$ cat config.mk
export PLATFORM = sky130hd
export DESIGN_NAME = dm_port_arbiter
export DESIGN_NICKNAME = d
export VERILOG_FILES = /design/src/rtl/cpu_pkg.sv /design/src/rtl/starve_counter.sv /design/src/rtl/dm_port_arbiter.sv
export SDC_FILE = /design/constraint.sdc
export NUM_CORES = 1
export LEC_CHECK = 0
export ABC_AREA = 1
export CAP_MARGIN = 40
export CORE_UTILIZATION = 33
export CTS_CLUSTER_DIAMETER = 150
export DETAILED_ROUTE_END_ITERATION = 12
export GPL_TIMING_DRIVEN = 0
export PLACE_DENSITY = 0.86
export SYNTH_ARGS = -nofsm -noshare
export SYNTH_HDL_FRONTEND = slang
export SYNTH_SLANG_ARGS = --single-unit
$ cat constraint.sdc
create_clock -name clk -period 2.7 [get_ports clk]
set_input_delay 0.27 -clock clk [delete_from_list [all_inputs] [get_ports clk]]
set_output_delay 0.27 -clock clk [all_outputs]
set_load 0.05 [all_outputs]
$ cat src/rtl/cpu_pkg.sv
// Shared CPU definitions: memory opcodes used by writeback, bubble and DM-write control,
// plus the state encoding of the data-memory port arbiter.
package cpu_pkg;

    localparam logic [3:0] OP_LOAD  = 4'hd;
    localparam logic [3:0] OP_STORE = 4'he;

    typedef enum logic {
        CPU_OWN = 1'b0,
        DBG_ACC = 1'b1
    } arb_state_e;

    function automatic logic is_mem_op(input logic [3:0] op);
        return (op == OP_LOAD) || (op == OP_STORE);
    endfunction

endpackage

$ cat src/rtl/starve_counter.sv
// Saturating 4-bit wait counter with clear, increment and limit-compare output.
module starve_counter #(
    parameter int LIMIT = 4
) (
    input  logic       clk,
    input  logic       rst,
    input  logic       clr,
    input  logic       inc,
    output logic [3:0] count,
    output logic       at_limit
);

    localparam logic [3:0] LIMIT_C = 4'(LIMIT);

    logic [3:0] count_r;

    // Count register: clear wins over increment, increment stops at LIMIT.
    always_ff @(posedge clk) begin
        if (rst) begin
            count_r <= 4'd0;
        end else if (clr) begin
            count_r <= 4'd0;
        end else if (inc && (count_r != LIMIT_C)) begin
            count_r <= count_r + 4'd1;
        end else begin
            count_r <= count_r;
        end
    end

    assign count    = count_r;
    assign at_limit = (count_r == LIMIT_C);

endmodule

$ cat src/rtl/dm_port_arbiter.sv
// Data-memory port arbiter: CPU DM stage has priority, the debug/DMA requester gets a
// one-cycle slot when the CPU is idle or after STARVE_MAX cycles of waiting.
module dm_port_arbiter
    import cpu_pkg::*;
#(
    parameter int AW         = 8,
    parameter int DW         = 8,
    parameter int STARVE_MAX = 4
) (
    input  logic          clk,
    input  logic          rst,
    input  logic [3:0]    cpu_op,
    input  logic [AW-1:0] cpu_addr,
    input  logic [DW-1:0] cpu_wdata,
    output logic [DW-1:0] cpu_rdata,
    output logic          cpu_stall,
    input  logic          dbg_req,
    input  logic          dbg_we,
    input  logic [AW-1:0] dbg_addr,
    input  logic [DW-1:0] dbg_wdata,
    output logic          dbg_gnt,
    output logic [DW-1:0] dbg_rdata,
    output logic          dbg_rvalid,
    output logic          mem_en,
    output logic          mem_we,
    output logic [AW-1:0] mem_addr,
    output logic [DW-1:0] mem_wdata,
    input  logic [DW-1:0] mem_rdata
);

    arb_state_e    state_r;
    arb_state_e    state_next_s;
    logic          cpu_mem_s;
    logic          cnt_clr_s;
    logic          cnt_inc_s;
    logic [3:0]    starve_cnt_s;
    logic          starve_max_s;
    logic          mem_en_s;
    logic          mem_we_s;
    logic          cpu_stall_s;
    logic          dbg_gnt_s;
    logic          dbg_read_s;
    logic [DW-1:0] dbg_rdata_r;
    logic          dbg_rvalid_r;

    assign cpu_mem_s = is_mem_op(cpu_op);

    // The counter only runs while the CPU owns the port; leaving the debug slot clears it.
    assign cnt_clr_s = (state_r == DBG_ACC) || !dbg_req;
    assign cnt_inc_s = (state_r == CPU_OWN) && dbg_req && cpu_mem_s;

    starve_counter #(
        .LIMIT (STARVE_MAX)
    ) u_starve (
        .clk      (clk),
        .rst      (rst),
        .clr      (cnt_clr_s),
        .inc      (cnt_inc_s),
        .count    (starve_cnt_s),
        .at_limit (starve_max_s)
    );

    // Arbiter state register.
    always_ff @(posedge clk) begin
        if (rst) begin
            state_r <= CPU_OWN;
        end else begin
            state_r <= state_next_s;
        end
    end

    // Next-state decode and port steering.
    always_comb begin
        state_next_s = state_r;
        mem_en_s     = 1'b0;
        mem_we_s     = 1'b0;
        mem_addr     = cpu_addr;
        mem_wdata    = cpu_wdata;
        cpu_stall_s  = 1'b0;
        dbg_gnt_s    = 1'b0;
        case (state_r)
            CPU_OWN: begin
                mem_en_s = cpu_mem_s;
                mem_we_s = (cpu_op == OP_STORE);
                if (dbg_req && (!cpu_mem_s || starve_max_s)) begin
                    state_next_s = DBG_ACC;
                end else begin
                    state_next_s = CPU_OWN;
                end
            end
            DBG_ACC: begin
                mem_en_s     = 1'b1;
                mem_we_s     = dbg_we;
                mem_addr     = dbg_addr;
                mem_wdata    = dbg_wdata;
                cpu_stall_s  = cpu_mem_s;
                dbg_gnt_s    = 1'b1;
                state_next_s = CPU_OWN;
            end
            default: begin
                state_next_s = CPU_OWN;
            end
        endcase
    end

    // Reset masks every strobe so an access caught mid-grant is dropped without a write.
    assign mem_en    = !rst && mem_en_s;
    assign mem_we    = !rst && mem_we_s;
    assign cpu_stall = !rst && cpu_stall_s;
    assign dbg_gnt   = !rst && dbg_gnt_s;
    assign cpu_rdata = mem_rdata;

    assign dbg_read_s = (state_r == DBG_ACC) && !dbg_we;

    // Debug read capture at the closing edge of the debug slot.
    always_ff @(posedge clk) begin
        if (rst) begin
            dbg_rdata_r  <= '0;
            dbg_rvalid_r <= 1'b0;
        end else begin
            dbg_rvalid_r <= dbg_read_s;
            if (dbg_read_s) begin
                dbg_rdata_r <= mem_rdata;
            end else begin
                dbg_rdata_r <= dbg_rdata_r;
            end
        end
    end

    assign dbg_rdata  = dbg_rdata_r;
    assign dbg_rvalid = dbg_rvalid_r;

endmodule

# ---- Yosys cells after proc, flatten, opt, wreduce, memory -nomap -nowiden
# Cells that the tools add are included.
dict set report classes {
  n_addsub 1
  n_eq_ne 4
  n_mux 8
  bitwise_logic 1
  reduce_logical 17
}
# cell n
set op_table {}
lappend op_table {{two-way mux 8 bit} 2}
lappend op_table {{logical AND 1 bit} 9}
lappend op_table {{equality test 4 bit (second input constant)} 2}
lappend op_table {{case mux 1 bit (2 select lines)} 3}
lappend op_table {{adder 4 x 1 -> 4 bit (second input constant)} 1}
lappend op_table {{equality test 4 x 3 -> 1 bit (second input constant)} 1}
lappend op_table {{zero test 1 bit} 4}
lappend op_table {{!= test 4 x 3 -> 1 bit (second input constant)} 1}
lappend op_table {{logical OR 1 bit} 3}
lappend op_table {{two-way mux 1 bit} 3}
lappend op_table {{OR reduction 2 bit} 1}
lappend op_table {{inverter 1 bit} 1}
dict set report word_totals {
  reg_bits 14
  input_bits 48
  out_inout_bits 37
  elab_cells 35
}

# ---- Logic depth before layout (Yosys ltp)
dict set report depth {
  ltp_word 7
  mapped_depth 8
  mapped_depth_nobuf 7
}

# ---- By module
# A second synthesis with hierarchy kept.
dict set report hier_totals {
  hier_cells 159
  area_unflattened_um2 964.7
}
# module n_inst cells_per_inst area_per_inst_um2 seq_area_each_um2
set by_module_without_submodules {}
lappend by_module_without_submodules {dm_port_arbiter 1 123 721.9 200.2}
lappend by_module_without_submodules {starve_counter 1 36 242.7 80.1}

# ---- Least setup slack after synthesis
# No wires, ideal clock.
dict set report synth_timing {
  path_type {flip-flop to output port}
  from {reg state_r}
  to {out mem_we}
  arrival_ps 1851
  required_ps 2430
  slack_ps 579
  stages_incl_launch_ff 5
  path_buffers 2
  path_cell_list {dfxtp_1 buf_6 inv_4 buf_2 a211oi_1}
}
dict set report synth_via {
  elab_chain_len 3
}
# element line
set synth_rtl {}
lappend synth_rtl {{start, declared} dm_port_arbiter.sv:31} ;# arb_state_e state_r;
lappend synth_rtl {{start signal, assigned} dm_port_arbiter.sv:68} ;# state_r <= state_next_s;
lappend synth_rtl {{inverter 1 bit} n/a}
lappend synth_rtl {{case mux 1 bit (2 select lines) *} dm_port_arbiter.sv:81} ;# case (state_r)
lappend synth_rtl {{logical AND 1 bit *} dm_port_arbiter.sv:108} ;# assign mem_we = !rst && mem_we_s;
lappend synth_rtl {{end, declared} dm_port_arbiter.sv:25} ;# output logic mem_we,
# Mark *: on every way between the ends. The rest lies on a longest branch, timed or not.

# ---- Worst setup path in the final report
dict set report layout_timing {
  from {in rst}
  to {out mem_en}
}
dict set report layout_via {
  elab_chain_len 2
}
# element line
set layout_rtl {}
lappend layout_rtl {{start, declared} dm_port_arbiter.sv:11} ;# input logic rst,
lappend layout_rtl {{zero test 1 bit} dm_port_arbiter.sv:107} ;# assign mem_en = !rst && mem_en_s;
lappend layout_rtl {{logical AND 1 bit} dm_port_arbiter.sv:107}
lappend layout_rtl {{end, declared} dm_port_arbiter.sv:24} ;# output logic mem_en,
# Every way passes these cells.

==> qor.yml <==
outcome: "finished, final reports clean"
synth_nets: 200
r2r_end: "u_starve.count[2]"
wl_per_cell_microns: 10.6
period_minus_slack_ps: 2340
core-area_sq_um: 2540
start_util: 0.360
numClockSinks: 14
maxCapViolCount: 0
register_area_sq_um: 280
die_h_microns: 54.7
post_cts_buffers: 0
final_common_cell: "clkdlybuf4s50_1"
hold_buffers: 0
max_stage_delay_ps: 830
nFillCells: 224
diodes: 0
cts_root_buf: "clkbuf_4"
cp.arrival_ps: 2070
seq_area_frac_synth: 0.306
cts.path.max_buffers: 2
avgSynthCellArea_sq_um: 6.11
crit_path_start_kind: "input pin"
cp_data_required_time_ps: 2430
drc: 0
p_leak_uw: 0.000800
hold_start: "dbg_rdata[2]"
finalHoldViolCount: 0
whs_path_depth: 2
ant_nets: 0
setup_viol: 0
power_frac_seq: 0.309
yosysUniqueCellTypes: 23
grt_pass1_vias: 1042
grt_pass1_wl_mm: 4.13
num_rows: 18
comb_power_share: 0.477
drt_first_pass_iters: 4
drtIter0Drc: 3
ys_seq_elements: 14
io_pins: 85
port_buffers: 84
viasPerCell: 4.43
fin_skew_ps: 3.33
grt_start_max_net_pins: 11
dr_total_vias: 1188
cts_tree: "yes"
path_class: "in2out"
antenna_found_initial: 0
min_period_over_period: 0.866
cts_resized: 0
ys_warn_count: 0
hpwlAfterDp_mm: 2.36
hp-class: "reg2reg"
synth_area_sq_um: 917
cp_common_cell: "clkdlybuf4s50_1"
gp_congestion: 0.837
finalNetCount: 289
internal_power_uw: 437
h-tree-depth: 1
instances_no_fill: 268
cpMaxStageDelayCell: "clkdlybuf4s50_1"
clk_pin_slew_ps: 80
grt.overflow.total: 0
switching_power_uw: 260
drv_slew: 0
ir_drop_uv: 409
swShare: 0.373
p_clk_frac: 0.214
fmax_mhz: 428
dieArea_sq_um: 2990
clk_latency_ps: 280
grt_use_total: 0.194
fin_setup_tns_ps: 0
rsz0062_at_grt: "false"
p_per_area_nw_per_um2: 380
crit_path_max_fanout: 10
multi_input_area_sq_um: 512
syn_inst: 150
drive_above_1_share: 0.0924
wirelength_mm: 2.84
numCtsBuffers: 3
worstPathCellList: "clkdlybuf4s50_1, clkbuf_1, a21oi_1, clkdlybuf4s50_1"
min_to: "dbg_rdata[2]"
r2r-start: "u_starve.count[0]"
worstSetupEndpointType: "output port"
maxSlewHeadroom: 0.658
worstRegToRegCells: 6
dp_cells: 264
rrSetupSlack_ps: 1340
worst_pin_slew_ps: 511
die_w_microns: 54.7
syn_to_final_growth_pct: 99.7
mostFrequentLayoutCells: "84 x clkdlybuf4s50_1, 78 x nand2_1, 14 x dfxtp_1"
-- critical path, delay by kind of cell --
family	cells	cell delay [ps]
buf+inv	3	1590
compound gates	1	210
-- power groups by stage --
stage               sequential (uW)  clock, uW  combinational [uW]
detailed placement              220          0                 334
floorplan                       234          0                 173
finish                          215        149                 333
global placement                220          0                 332
CTS                             215        156                 335
global route                    216        167                 356
-- worst max path at each step --
| stage | end | slack [ps] | cells past startpoint | from |
|---|---|---|---|---|
| final | mem_en | 360 | 4 | rst |
| after global routing | mem_en | 230 | 7 | cpu_op[1] |
| after CTS | mem_en | 340 | 4 | rst |
| after detailed placement | mem_en | 350 | 4 | rst |
| after global placement | mem_en | 350 | 4 | rst |
| after floorplan | mem_we | 580 | 4 | state_r |
-- cell type report --
class / count / area share
Timing Repair Buffer: 84 / 0.459
Multi-Input combinational cell: 114 / 0.279
Sequential cell: 14 / 0.153
Buffer: 13 / 0.0485
Tap cell: 30 / 0.0205
Clock buffer: 4 / 0.0198
Inverter: 9 / 0.0198
-- routing by layer --
| metal | up-vias | track usage | wire (microns) |
|---|---|---|---|
| met5 | - | 0 | 0 |
| met4 | 0 | 0.0769 | 13 |
| met3 | 2 | 0.103 | 457 |
| met2 | 52 | 0.355 | 1330 |
| met1 | 499 | 0.177 | 1040 |
| li1 | 635 | - | - |
-- sequential cells by signal (all words and copies together) (netlist names) --
name / count
dbg_rdata: 8
dbg_rvalid: 1
state_r: 1
u_starve.count: 4
-- through the flow --
step                      hold slack (ps)  setup slack, ps  power [uW]   util  cell area [sq um]
after floorplan                       339              579         407      -                917
after CTS                             467              335         706  0.720               1830
after global routing                  489              226         739  0.720               1830
after global placement                448              350         551  0.706               1800
after detailed placement              455              354         554  0.706               1800
final                                 462              363         696  0.720               1830
-- cells in the mapped netlist --
cell | instances | share of area
dfxtp_1 | 14 | 0.31
a211oi_1 | 1 | 0.0082
a21boi_1 | 1 | 0.0082
buf_6 | 1 | 0.012
buf_4 | 8 | 0.065
nand4_1 | 1 | 0.0068
nand2_4 | 1 | 0.012
nor2_4 | 2 | 0.025
inv_1 | 6 | 0.025
nand3b_1 | 1 | 0.0082
nand2_1 | 78 | 0.32
ha_1 | 2 | 0.027
o21bai_1 | 1 | 0.0082
nor2_2 | 1 | 0.0068
nand3_1 | 3 | 0.016
buf_2 | 2 | 0.011
nor3_1 | 3 | 0.016
nor2_1 | 9 | 0.037
a21oi_1 | 9 | 0.049
inv_2 | 2 | 0.0082
clkbuf_1 | 2 | 0.0082
xor2_1 | 1 | 0.0096
inv_4 | 1 | 0.0068
-- kinds of logic (layout without fill, tap and decap cells) --
family                   Yosys count  in the layout  share of synthesized area
buffers and inverters             22            110                      0.136
flip-flops                        14             14                      0.306
AO/OA/AOI/OAI                     12             12                     0.0737
XOR/XNOR                           1              1                    0.00955
adder cells (fa/ha/maj)            2              2                     0.0273
AND/OR/NAND/NOR                   99             99                      0.447
No activity file was read; power rests on OpenSTA's default activity.
